<file path="config.mk">
export PLATFORM = sky130hd
export DESIGN_NAME = servo_pwm_bank
export DESIGN_NICKNAME = d
export VERILOG_FILES = /design/src/rtl/servo_pwm_bank.sv
export SDC_FILE = /design/constraint.sdc
export NUM_CORES = 1
export LEC_CHECK = 0
export ABC_CLOCK_PERIOD_IN_PS = 3300
export BUFFER_PORTS_ARGS = -buffer_cell sky130_fd_sc_hd__clkbuf_2
export CORE_MARGIN = 3
export CORE_UTILIZATION = 25
export CTS_CLUSTER_SIZE = 8
export DETAILED_ROUTE_END_ITERATION = 7
export PLACE_DENSITY = 0.37
export SLEW_MARGIN = 0
export SYNTH_ARGS = -nofsm -noshare
export SYNTH_HDL_FRONTEND = slang
export SYNTH_SLANG_ARGS = --single-unit
</file>
<file path="constraint.sdc">
create_clock -name CLK -period 3.3 [get_ports CLK]
set_input_delay 0.495 -clock CLK [delete_from_list [all_inputs] [get_ports CLK]]
set_output_delay 0.495 -clock CLK [all_outputs]
set_load 0.005 [all_outputs]
</file>
<file path="src/rtl/servo_pwm_bank.sv">
`default_nettype none
// +--------------------------------------------------------------------+
// | servo_pwm_bank                                                     |
// | Multi-channel servo PWM, button-stepped targets, frame-synced      |
// | width update with optional slew limit.                             |
// | Rev 1.0                                                            |
// +--------------------------------------------------------------------+
module servo_pwm_bank #(
    parameter  int NUM_CH       = 4,
    parameter  int PERIOD_TICKS = 2_000_000,
    parameter  int MIN_TICKS    = 100_000,
    parameter  int MAX_TICKS    = 200_000,
    parameter  int CENTER_TICKS = 150_000,
    parameter  int STEP_TICKS   = 10_000,
    parameter  int SLEW_TICKS   = 0,
    localparam int CW           = $clog2(PERIOD_TICKS + 1),
    localparam int SW           = (NUM_CH > 1) ? $clog2(NUM_CH) : 1
) (
    input  logic              CLK,
    input  logic              RST,
    input  logic              BC,
    input  logic              BL,
    input  logic              BR,
    input  logic [SW-1:0]     SEL,
    output logic [2:0]        LEDS,
    output logic [NUM_CH-1:0] pwm
);
    localparam logic [CW-1:0] C_LAST   = CW'(PERIOD_TICKS - 1);
    localparam logic [CW-1:0] C_MIN    = CW'(MIN_TICKS);
    localparam logic [CW-1:0] C_MAX    = CW'(MAX_TICKS);
    localparam logic [CW-1:0] C_CENTER = CW'(CENTER_TICKS);
    localparam logic [CW-1:0] C_STEP   = CW'(STEP_TICKS);
    localparam logic [CW:0]   C_MAX_W  = (CW+1)'(MAX_TICKS);
    localparam logic [CW:0]   C_STEP_W = (CW+1)'(STEP_TICKS);
    localparam logic [CW:0]   C_DN_LIM = (CW+1)'(MIN_TICKS + STEP_TICKS);
    localparam bit PARAMS_OK = (NUM_CH >= 1) && (NUM_CH <= 8) && (MIN_TICKS >= 1)
                            && (MIN_TICKS <= CENTER_TICKS) && (CENTER_TICKS <= MAX_TICKS)
                            && (MAX_TICKS < PERIOD_TICKS);

    logic [CW-1:0] cnt_q, cnt_d;
    logic [CW-1:0] target_q [NUM_CH];
    logic [CW-1:0] target_d [NUM_CH];
    logic [2:0]    leds_q, leds_d;
    logic          w_boundary;
    logic          w_sel_ok;
    logic          w_write;
    logic [CW-1:0] w_sel_tgt;
    logic [CW-1:0] w_new;
    logic [CW:0]   w_wide;

    assign w_boundary = (cnt_q == C_LAST);
    assign cnt_d      = w_boundary ? '0 : cnt_q + 1'b1;

    // Explicit mux so an out-of-range SEL never indexes past the array.
    always_comb begin
        w_sel_ok  = 1'b0;
        w_sel_tgt = C_CENTER;
        for (int i = 0; i < NUM_CH; i++) begin
            if (32'(SEL) == i) begin
                w_sel_ok  = 1'b1;
                w_sel_tgt = target_q[i];
            end
        end
    end

    // Saturation tests run one bit wider than the counter so nothing wraps.
    always_comb begin
        w_wide  = {1'b0, w_sel_tgt};
        w_new   = w_sel_tgt;
        w_write = w_sel_ok && (BC || (BR ^ BL));
        if (BC) begin
            w_new = C_CENTER;
        end else if (BR && !BL) begin
            w_new = (w_wide + C_STEP_W > C_MAX_W) ? C_MAX : w_sel_tgt + C_STEP;
        end else if (BL && !BR) begin
            w_new = (w_wide < C_DN_LIM) ? C_MIN : w_sel_tgt - C_STEP;
        end
        for (int i = 0; i < NUM_CH; i++) begin
            target_d[i] = (w_write && (32'(SEL) == i)) ? w_new : target_q[i];
        end
        leds_d = w_sel_ok ? {w_sel_tgt == C_MAX, w_sel_tgt == C_CENTER, w_sel_tgt == C_MIN}
                          : 3'b000;
    end

    always_ff @(posedge CLK) begin
        if (RST) begin
            cnt_q  <= '0;
            leds_q <= 3'b010;
            for (int i = 0; i < NUM_CH; i++) begin
                target_q[i] <= C_CENTER;
            end
        end else begin
            cnt_q  <= cnt_d;
            leds_q <= leds_d;
            for (int i = 0; i < NUM_CH; i++) begin
                target_q[i] <= target_d[i];
            end
        end
    end

    assign LEDS = leds_q;

    for (genvar i = 0; i < NUM_CH; i++) begin : g_ch
        logic [CW-1:0] active_q, active_d;
        logic          pwm_q;

        if (SLEW_TICKS == 0) begin : g_direct
            assign active_d = w_boundary ? target_q[i] : active_q;
        end else begin : g_slew
            localparam logic [CW-1:0] C_SLEW =
                CW'((SLEW_TICKS > PERIOD_TICKS) ? PERIOD_TICKS : SLEW_TICKS);
            always_comb begin
                active_d = active_q;
                if (w_boundary) begin
                    if (target_q[i] > active_q) begin
                        active_d = (target_q[i] - active_q > C_SLEW) ? active_q + C_SLEW
                                                                      : target_q[i];
                    end else if (target_q[i] < active_q) begin
                        active_d = (active_q - target_q[i] > C_SLEW) ? active_q - C_SLEW
                                                                      : target_q[i];
                    end
                end
            end
        end

        always_ff @(posedge CLK) begin
            if (RST) begin
                active_q <= C_CENTER;
                pwm_q    <= 1'b0;
            end else begin
                active_q <= active_d;
                pwm_q    <= (cnt_q < active_q);
            end
        end

        assign pwm[i] = pwm_q;
    end

    if (!PARAMS_OK) begin : g_bad_params
        a_params_legal: assert property (@(posedge CLK) 1'b0)
            else $error("servo_pwm_bank: illegal parameter combination");
    end

endmodule
`default_nettype wire

</file>
==> flow_summary_export.csv, run 1 <==
group,metric,value,unit
worst_setup_path,crit_required,3690,ps
floorplanning,die_h,215,um
logic_synthesis,synth_top_area_share,0.360,
sta,rsz0062_at_grt,"yes",
worst_setup_path,critPathMaxStageDelay,540,ps
logic_synthesis,synth_largest_area_cell,"dfxtp_1",
logic_synthesis,synth_warnings,0,
worst_setup_path,criticalPathCategory,"flop to flop",
global_route,grt_max_degree,88,
finish,drive_above_1_share,0.174,
clocking,cts.clk_slew.worst_paths,70,ps
clocking,cts_buffer_depth,2,
sta,worstMarginPinSlew,697,ps
sta,skew,9.94,ps
logic_synthesis,synth_cells,1287,
finish,fin_nets,1461,
floorplanning,core_area,42500,um^2
drt,firstDrtPassIters,5,
placed_design,post_dp_cell_area,12300,um^2
global_route,grt_pass1_vias,8851,
worst_setup_path,cp-start-kind,"flop",
hold_path,hold_path_class,"flop to flop",
global_route,antenna_found_initial,0,
pwr,internal-power,3780,uW
worst_setup_path,worst_ep_arrival_time,3550,ps
worst_setup_path,critical_path.max_fanout,9,
finish,fill_cells,4558,
finish,multi_input_area,6320,um^2
drt,drc_errors,0,
clocking,htree_num_levels,4,
finish,register_area,3930,um^2
floorplanning,die-area,46200,um^2
floorplanning,rows,75,
outcome,status,"finished, final reports clean",
global_route,grt_use_total,0.157,
pwr,p_leak,0.00504,uW
global_route,grt.overflow.total,0,
placed_design,io_buffers,13,
worst_setup_path,crit_slowest_cell,"or4_4",
clocking,numCtsBuffers,17,
worst_setup_path,crit_buf_inv,2,
floorplanning,start_util,0.257,
drt,drtAntennaViolNets,0,
floorplanning,die_x,215,um
logic_synthesis,synth_edf_count,0,
logic_synthesis,syn-num-nets,1381,
logic_synthesis,avgSynthCellArea,8.48,um^2
sta,fmax,0.316,GHz
sta,slew_headroom,0.535,
clocking,holdBufCountCts,0,
logic_synthesis,syn-cell-area,10900,um^2
worst_setup_path,crit_chain,"mux4_2 > or4_4 > a32oi_1 > o211ai_1 > a311oi_2 > or2_4 > a21boi_4 > buf_12 > buf_12 > nor3b_4 > nand2_1 > a21oi_2",
sta,worst_slack,135,ps
pwr,p_switching,1340,uW
finish,design_area,13100,um^2
pwr,power.share.sequential,0.470,
sta,fin_crit,3160,ps
floorplanning,pin_count,14,
placed_design,place_congestion,0.799,
pwr,p_sw_frac,0.262,
pwr,clkPwrFrac,0.442,
sta,final_hold_viol_count,0,
pwr,p_per_area,392,nW/um^2
logic_synthesis,yosysSeqAreaShare,0.360,
worst_setup_path,worstSetupEndpointType,"flop",
logic_synthesis,ys.flop_type,"dfxtp_1",
placed_design,hpwl,27000,um
finish,antennaDiodeCount,0,
global_route,grt_pass1_wl,55600,um
worst_setup_path,cpLargestDelayFamily,"simple AND/OR/NAND/NOR gates",
logic_synthesis,async_reset_ff_frac,0,
clocking,clock-root-buffer,"clkbuf_16",
worst_setup_path,critPathMostFrequentCell,"buf_12",
pwr,power_frac_comb,0.088,
finish,syn_to_final_growth,19.7,%
drt,vias,9155,
logic_synthesis,yosysUniqueCellTypes,77,
logic_synthesis,synth_area_leaders,"dfxtp_1 36%, ha_1 10%, nand2_1 7.6%",
clocking,clock_latency,460,ps
drt,drt_iter0_drc,668,
logic_synthesis,synth_seq_cells,196,
drt,wire_per_inst,18.6,um
sta,slew_violations,0,
run,maxCapViolations,0,
drt,routed_wl,36500,um
pwr,ir_drop,0.250,mV
drt,vias_per_cell,4.68,
placed_design,dp_slack,-539,ps
clocking,cts_tree,"built",
clocking,cts.sinks,196,
sta,setup_violations,0,
sta,min_period_over_period,0.959,
[power by group through the flow]
stage	combinational [uW]	sequential (uW)	clock (uW)
floorplan	272	2450	0
global placement	449	2460	0
detailed placement	448	2460	0
CTS	451	2410	2340
global route	492	2410	2410
finish	451	2410	2260
[registers in the layout (all words and copies together), names as in the netlist]
name / count
cnt_q: 21
LEDS: 3
g_ch.active_q: 84
target_q: 84
g_ch.pwm_q: 4
[path summary, 6_finish.rpt]
kind	start	endpoint	slack, ps	depth (start not counted)
worst max-delay path	target_q[0][44]	target_q[0][2]	140	12
worst min-delay path	g_ch[2].active_q[16]	g_ch[2].active_q[16]	460	2
worst max register to register	target_q[0][44]	target_q[0][2]	140	12
worst min register to register	g_ch[2].active_q[16]	g_ch[2].active_q[16]	460	2
[final cells by class]
class                           count  share of cell area
Clock buffer                       17              0.0326
Tap cell                          577              0.0553
Inverter                           96              0.0276
Sequential cell                   196               0.301
Multi-Input combinational cell    916               0.484
Clock inverter                     15              0.0149
Timing Repair Buffer              140              0.0847
[Yosys cell counts, types with 4 or more instances]
master	n
o31ai_1	6
or3_1	5
a21oi_1	136
nand2b_1	17
nor2b_1	12
a21o_1	20
a211o_1	32
o21ai_0	18
xor2_1	13
inv_1	96
dfxtp_1	196
nand4_1	16
nand2_1	221
and3_1	7
nor2_1	114
mux4_2	21
o21bai_1	8
a32o_1	8
nor3b_4	4
buf_2	8
nand3_1	13
nor3_1	17
a31oi_1	6
clkbuf_1	50
buf_1	10
ha_1	87
xnor2_1	28
nor4_1	7
nor4b_1	4
buf_6	4
o32a_1	20
nand3b_1	4
a211oi_1	7
buf_4	6
[cells in the final DEF, fill, tap and decap left out, types with 6 or more instances in the layout]
master,synthesis,layout
buf_12,0,6
o32a_1,20,20
buf_4,6,121
o21ai_0,18,18
and3_1,7,7
ha_1,87,86
nand4_1,16,16
clkbuf_16,0,17
clkbuf_2,0,10
xor2_1,13,13
inv_1,96,96
a211oi_1,7,6
a211o_1,32,32
o21bai_1,8,8
a32o_1,8,8
a21oi_1,136,135
nor2_1,114,114
nand2b_1,17,17
nand3_1,13,13
a31oi_1,6,6
dfxtp_2,0,7
a21o_1,20,20
nand2_1,221,221
dfxtp_1,196,189
o31ai_1,6,6
mux4_2,21,21
nor2b_1,12,12
inv_6,0,6
nor4_1,7,6
xnor2_1,28,28
nor3_1,17,16
[timing repair]
action                                  in CTS  in global routing
pin swaps                                    0                  7
resized for setup                            1                 20
endpoints found under the setup margin      59                 62
setup buffers                                0                  3
cloned                                       0                  1
[logic make-up after synthesis]
logic type,after synthesis,share of synthesized area
AND/OR/NAND/NOR,464,0.201
AO/OA/AOI/OAI,297,0.190
flip-flops,196,0.360
buffers and inverters,176,0.0683
adder cells (fa/ha/maj),87,0.0998
XOR/XNOR,42,0.0344
multiplexers,25,0.0472
[metal layers]
metal	track usage	share of wire	vias up
met5	0	0	-
met4	0.0390	0.0094	0
met3	0.0201	0.030	17
met2	0.237	0.43	125
met1	0.235	0.53	4367
li1	-	-	4646
[tightest hold or removal path, cell delays in order, from the launching register on]
cell and delay, ps:
dfxtp_1 310, nand2_1 50, a21oi_1 50
[stage by stage]
step                setup TNS [ps]  utilization  cells  total power [uW]  hold slack [ps]
floorplan                        0            -   1287              2730              436
global placement            -33760        0.290   1921              2910              443
detailed placement          -40610        0.290   1921              2910              447
CTS                              0        0.305   1953              5200              458
global route                  -114        0.307   1957              5310              473
finish                           0        0.307   1957              5120              456
No activity file was read; power rests on OpenSTA's default activity.
==> run 2: changes to the inputs <==
--- a/config.mk
+++ b/config.mk
@@ -7,11 +7,13 @@
 export LEC_CHECK = 0
 export ABC_CLOCK_PERIOD_IN_PS = 3300
 export BUFFER_PORTS_ARGS = -buffer_cell sky130_fd_sc_hd__clkbuf_2
+export CELL_PAD_IN_SITES_DETAIL_PLACEMENT = 1
+export CELL_PAD_IN_SITES_GLOBAL_PLACEMENT = 2
 export CORE_MARGIN = 3
 export CORE_UTILIZATION = 25
 export CTS_CLUSTER_SIZE = 8
 export DETAILED_ROUTE_END_ITERATION = 7
-export PLACE_DENSITY = 0.37
+export PLACE_DENSITY = 0.54
 export SLEW_MARGIN = 0
 export SYNTH_ARGS = -nofsm -noshare
 export SYNTH_HDL_FRONTEND = slang
==> run 2 against run 1 <==
Final cell count down 0.41%. Setup slack better by 45 ps. Critical path depth up 1. Combinational power up 6.2%. Sequential power about the same. Critical path type unchanged. Critical endpoint is now target_q[0][21].
==> flow_summary_export.csv, run 2 (synthesized netlist as in run 1, its figures left out) <==
group,metric,value,unit
worst_setup_path,r2r-end,"target_q[0][21]",
pwr,internal-power,3680,uW
global_route,antenna_found_initial,0,
finish,antennaDiodeCount,0,
clocking,cts.sinks,196,
drt,drt_iter0_drc,593,
clocking,clock-root-buffer,"clkbuf_16",
pwr,p_per_area,392,nW/um^2
pwr,ir_drop,0.361,mV
finish,fin_nets,1453,
drt,routed_wl,39200,um
pwr,power.share.sequential,0.472,
sta,final_hold_viol_count,0,
pwr,clkPwrFrac,0.434,
pwr,p_switching,1420,uW
floorplanning,die_h,215,um
global_route,grt_use_total,0.172,
outcome,status,"finished, final reports clean",
clocking,htree_num_levels,4,
clocking,cts_buffer_depth,2,
sta,slew_headroom,0.438,
worst_setup_path,ff2ff_path_depth,13,
worst_setup_path,critical_path.max_fanout,6,
sta,fin_crit,3120,ps
floorplanning,die-area,46200,um^2
placed_design,hpwl,29000,um
worst_setup_path,crit_chain,"mux4_2 > buf_4 > buf_4 > a21bo_2 > a32oi_1 > o211ai_1 > a311oi_2 > or2_4 > a21boi_4 > buf_4 > nor3b_4 > nand2_1 > a21oi_1",
sta,fin_tns_setup,0,ps
floorplanning,rows,75,
sta,skew,19.8,ps
worst_setup_path,worst_ep_arrival_time,3510,ps
finish,reg_top3,"g_ch.active_q (84), target_q (84), cnt_q (21)",
finish,final_common_cell,"nand2_1",
hold_path,hold_start,"g_ch[0].active_q[12]",
finish,fill_cells,5000,
drt,vias,9320,
sta,slew_violations,0,
worst_setup_path,cp-start-kind,"flop",
clocking,clock_latency,470,ps
drt,vias_per_cell,4.78,
global_route,grt.overflow.total,0,
hold_path,holdPathStages,2,
floorplanning,pin_count,14,
global_route,grt_pass1_wl,60500,um
placed_design,post_dp_cell_area,12300,um^2
pwr,p_leak,0.00499,uW
placed_design,dp_slack,-607,ps
sta,worst_slack,180,ps
clocking,cts.clk_slew.worst_paths,90,ps
finish,syn_to_final_growth,19.1,%
finish,mostFrequentLayoutCells,"221 x nand2_1, 191 x dfxtp_1, 136 x a21oi_1",
clocking,cts_tree,"built",
finish,design_area,13000,um^2
global_route,grt_max_degree,90,
drt,drc_errors,0,
floorplanning,start_util,0.257,
worst_setup_path,critPathMaxStageDelay,570,ps
floorplanning,core_area,42500,um^2
placed_design,io_buffers,13,
worst_setup_path,r2r-start,"target_q[0][5]",
placed_design,place_congestion,0.828,
worst_setup_path,reg2reg_slack,180,ps
floorplanning,die_x,215,um
hold_path,hold_path_class,"flop to flop",
drt,wire_per_inst,20.1,um
worst_setup_path,criticalPathCategory,"flop to flop",
drt,drtAntennaViolNets,0,
worst_setup_path,worstSetupEndpointType,"flop",
pwr,power_frac_comb,0.094,
global_route,grt_pass1_vias,9627,
hold_path,hold_end,"g_ch[0].active_q[12]",
pwr,p_sw_frac,0.279,
clocking,numCtsBuffers,17,
sta,fmax,0.321,GHz
worst_setup_path,crit_slowest_cell,"mux4_2",
sta,setup_violations,0,
worst_setup_path,critPathMostFrequentCell,"buf_4",
finish,drive_above_1_share,0.170,
run,maxCapViolations,0,
sta,worstMarginPinSlew,840,ps
worst_setup_path,crit_required,3690,ps
sta,min_period_over_period,0.945,
drt,firstDrtPassIters,5,
run 2: cell types whose count changed in the layout (fill, tap and decap cells not counted), moves of 2 or more:
cell,before,now
buf_12,6,8
buf_4,121,111
inv_6,6,4
clkinv_2,2,0
clkinv_4,0,4
dfxtp_2,7,5
clkinvlp_4,2,0
inv_8,1,4
dfxtp_1,189,191
bufinv_16,3,1
run 2: routing by layer:
metal / track usage / part of all wire / routed length (um) / vias to the layer above
met5: 0 / 0 / 0 / -
met2: 0.294 / 0.48 / 18800 / 88
met1: 0.231 / 0.48 / 18900 / 4594
met4: 0.0370 / 0.014 / 531 / 0
met3: 0.0243 / 0.023 / 921 / 31
li1: - / - / - / 4607
run 2: metrics by stage:
step	utilization	instances	hold slack (ps)	total power, uW
after floorplan	-	1287	436	2730
after global placement	0.290	1914	446	2940
after detailed placement	0.290	1914	449	2940
after CTS	0.304	1946	460	5190
after global routing	0.306	1949	475	5330
final	0.306	1949	457	5100
run 2: worst max-delay path by stage:
stage,slack [ps],from,cells past startpoint,endpoint
final,180,target_q[0][5],13,target_q[0][21]
after global routing,-4,target_q[0][5],13,target_q[0][72]
after CTS,3,SEL[0],15,target_q[0][12]
after detailed placement,-610,SEL[0],12,target_q[0][17]
after global placement,-780,SEL[0],12,target_q[0][17]
after floorplan,6,SEL[1],13,target_q[0][20]
run 2: layout make-up:
cell class,instances,area [um^2],area share
Inverter,96,360,0.0277
Tap cell,577,722,0.0556
Timing Repair Buffer,133,1080,0.0828
Clock inverter,14,161,0.0124
Clock buffer,18,439,0.0338
Multi-Input combinational cell,915,6310,0.485
Sequential cell,196,3930,0.302
run 2: power by group through the flow:
stage	combinational (uW)	clock, uW	sequential, uW
final	479	2210	2410
after global routing	525	2390	2410
after CTS	482	2300	2410
after detailed placement	479	0	2460
after global placement	479	0	2460
after floorplan	272	0	2450
run 2: critical path, delay by kind of cell (launching register included):
family,cells,cell delay [ps]
AOI/OAI and AO/OA,6,1020
buffers and inverters,3,540
DFF,1,380
muxes,1,570
and+or+nand+nor,3,540
run 2: repair_timing:
action / 4_1_cts / 5_1_grt
setup endpoints to repair: 4 / 81
pin swaps: 0 / 2
setup buffers: 0 / 3
gates resized for setup: 1 / 16
hold buffers: 0 / 0
==> run 3: changes to the inputs <==
--- a/config.mk
+++ b/config.mk
@@ -14,6 +14,7 @@
 export CTS_CLUSTER_SIZE = 8
 export DETAILED_ROUTE_END_ITERATION = 7
 export PLACE_DENSITY = 0.54
+export REMOVE_ABC_BUFFERS = 1
 export SLEW_MARGIN = 0
 export SYNTH_ARGS = -nofsm -noshare
 export SYNTH_HDL_FRONTEND = slang
==> constraint.sdc (replaced) <==
create_clock -name CLK -period 3.3 [get_ports CLK]
set_input_delay 0.33 -clock CLK [delete_from_list [all_inputs] [get_ports CLK]]
set_output_delay 0.33 -clock CLK [all_outputs]
set_load 0.005 [all_outputs]
==> run 3 against run 2 <==
Critical path depth shrank 2. Global-route usage shrank 0.60 points. Maximum frequency shrank 1.1%. Sequential power is essentially flat. Power shrank 0.44%. Flip-flop and latch count is the same. Utilization shrank 0.37 points. Sequential share of layout area grew 0.32 points. Largest cell class unchanged. Highest routed layer unchanged.
==> flow_summary_export.csv, run 3 (synthesized netlist as in run 1, its figures left out) <==
group,metric,value,unit
drt,firstDrtPassIters,5,
pwr,ir_drop,0.270,mV
placed_design,place_congestion,0.786,
sta,rsz0062_at_grt,"yes",
floorplanning,pin_count,14,
run,maxCapViolations,0,
finish,fin_nets,1441,
finish,final_common_cell,"nand2_1",
floorplanning,rows,75,
global_route,grt_pass1_vias,9300,
hold_path,hold_path_class,"input pin to flop",
finish,design_area,12800,um^2
clocking,htree_num_levels,4,
drt,drtAntennaViolNets,0,
placed_design,dp_slack,-154,ps
worst_setup_path,critical_path.max_fanout,12,
worst_setup_path,cp-start-kind,"flop",
floorplanning,start_util,0.257,
sta,setup_violations,0,
global_route,grt_pass1_wl,58400,um
floorplanning,die_x,215,um
finish,drive_above_1_share,0.155,
floorplanning,die-area,46200,um^2
pwr,p_per_area,396,nW/um^2
global_route,antenna_found_initial,0,
worst_setup_path,r2r-start,"target_q[0][46]",
clocking,clock_latency,470,ps
global_route,grt_max_degree,117,
drt,drt_iter0_drc,496,
outcome,status,"finished, final reports clean",
finish,mostFrequentLayoutCells,"221 x nand2_1, 196 x dfxtp_1, 135 x a21oi_1",
pwr,p_total,5080,uW
finish,antennaDiodeCount,0,
finish,fill_cells,4997,
clocking,clock-root-buffer,"clkbuf_16",
sta,final_hold_viol_count,0,
clocking,cts.clk_slew.worst_paths,70,ps
finish,syn_to_final_growth,17.7,%
clocking,holdBufCountCts,0,
worst_setup_path,crit_required,3650,ps
global_route,grt.overflow.total,0,
worst_setup_path,reg2reg_slack,150,ps
placed_design,hpwl,28300,um
sta,holdWs,220,ps
sta,fin_crit,3150,ps
placed_design,post_dp_cell_area,12200,um^2
global_route,grt_use_total,0.166,
finish,utilization,0.302,
clocking,cts_tree,"built",
worst_setup_path,ff2ff_path_depth,11,
drt,drc_errors,0,
hold_path,hold_start,"RST",
clocking,cts_buffer_depth,2,
floorplanning,core_area,42500,um^2
sta,worst_slack,146,ps
drt,routed_wl,37900,um
drt,vias_per_cell,4.75,
clocking,cts.sinks,196,
drt,wire_per_inst,19.6,um
finish,reg_top3,"g_ch.active_q (84), target_q (84), cnt_q (21)",
worst_setup_path,criticalPathCategory,"flop to flop",
worst_setup_path,worstSetupEndpointType,"flop",
sta,worstMarginPinSlew,796,ps
drt,vias,9189,
sta,min_period_over_period,0.956,
floorplanning,die_h,215,um
pwr,p_leak,0.00493,uW
placed_design,io_buffers,13,
worst_setup_path,worst_ep_arrival_time,3510,ps
sta,fmax,0.317,GHz
sta,skew,11.2,ps
hold_path,hold_end,"g_ch[1].active_q[1]",
sta,slew_headroom,0.468,
worst_setup_path,r2r-end,"target_q[0][69]",
clocking,numCtsBuffers,17,
sta,slew_violations,0,
hold_path,holdPathStages,2,
## run 3: changes by cell type in the layout (fill, tap and decap cells not counted), sizes merged
cell	change
clkinv	-1
clkinvlp	+2
clkbuf	+2
bufinv	+2
inv	-5
buf	-13
## run 3: cell type report
type                    count  area (um^2)  area share
multi-input cells         915         6270       0.488
inverters                  96          360      0.0281
repair buffers            121          970      0.0755
clock buffers              19          443      0.0345
clock inverters            12          151      0.0118
well taps                 577          722      0.0562
flip-flops and latches    196         3920       0.306
## run 3: stage by stage
step,TNS [ps],instances
floorplan,-4350,1207
global placement,-5030,1904
detailed placement,-6350,1904
CTS,0,1935
global route,-41.2,1936
finish,0,1936
## run 3: worst max path at each step
stage	startpoint	endpoint	slack (ps)	cells past startpoint
5_1_grt	target_q[0][76]	target_q[0][31]	-40	11
6_report	target_q[0][46]	target_q[0][69]	150	11
4_1_cts	target_q[0][45]	target_q[0][69]	120	10
3_5_place_dp	SEL[0]	target_q[0][69]	-150	12
2_1_floorplan	cnt_q[2]	g_ch[0].active_q[11]	-140	6
3_3_place_gp	SEL[1]	target_q[0][42]	-100	14
## run 3: timing repair
action,CTS,global route
endpoints found under the setup margin,0,20
buffers inserted,0,1
resized for setup,0,4
## run 3: where the power goes
group	switching [uW]	internal [uW]	total [uW]
registers	21.7	2390	2410
clock network	1000	1210	2210
logic	280	178	459
## run 3: worst max-delay path, cell delays in order (launching register included)
cell and delay, ps:
dfxtp_1 430, mux4_2 350, ha_1 300, nand3_4 150, a21boi_1 350, mux2i_1 170
a311oi_2 330, or2_4 190, a21boi_4 90, buf_4 190, buf_12 140, o32a_1 350
## run 3: metal layers
metal	wire, um	global-route usage
met3	974	0.0325
met5	0	0
met2	16500	0.250
met4	319	0.0355
met1	20100	0.245
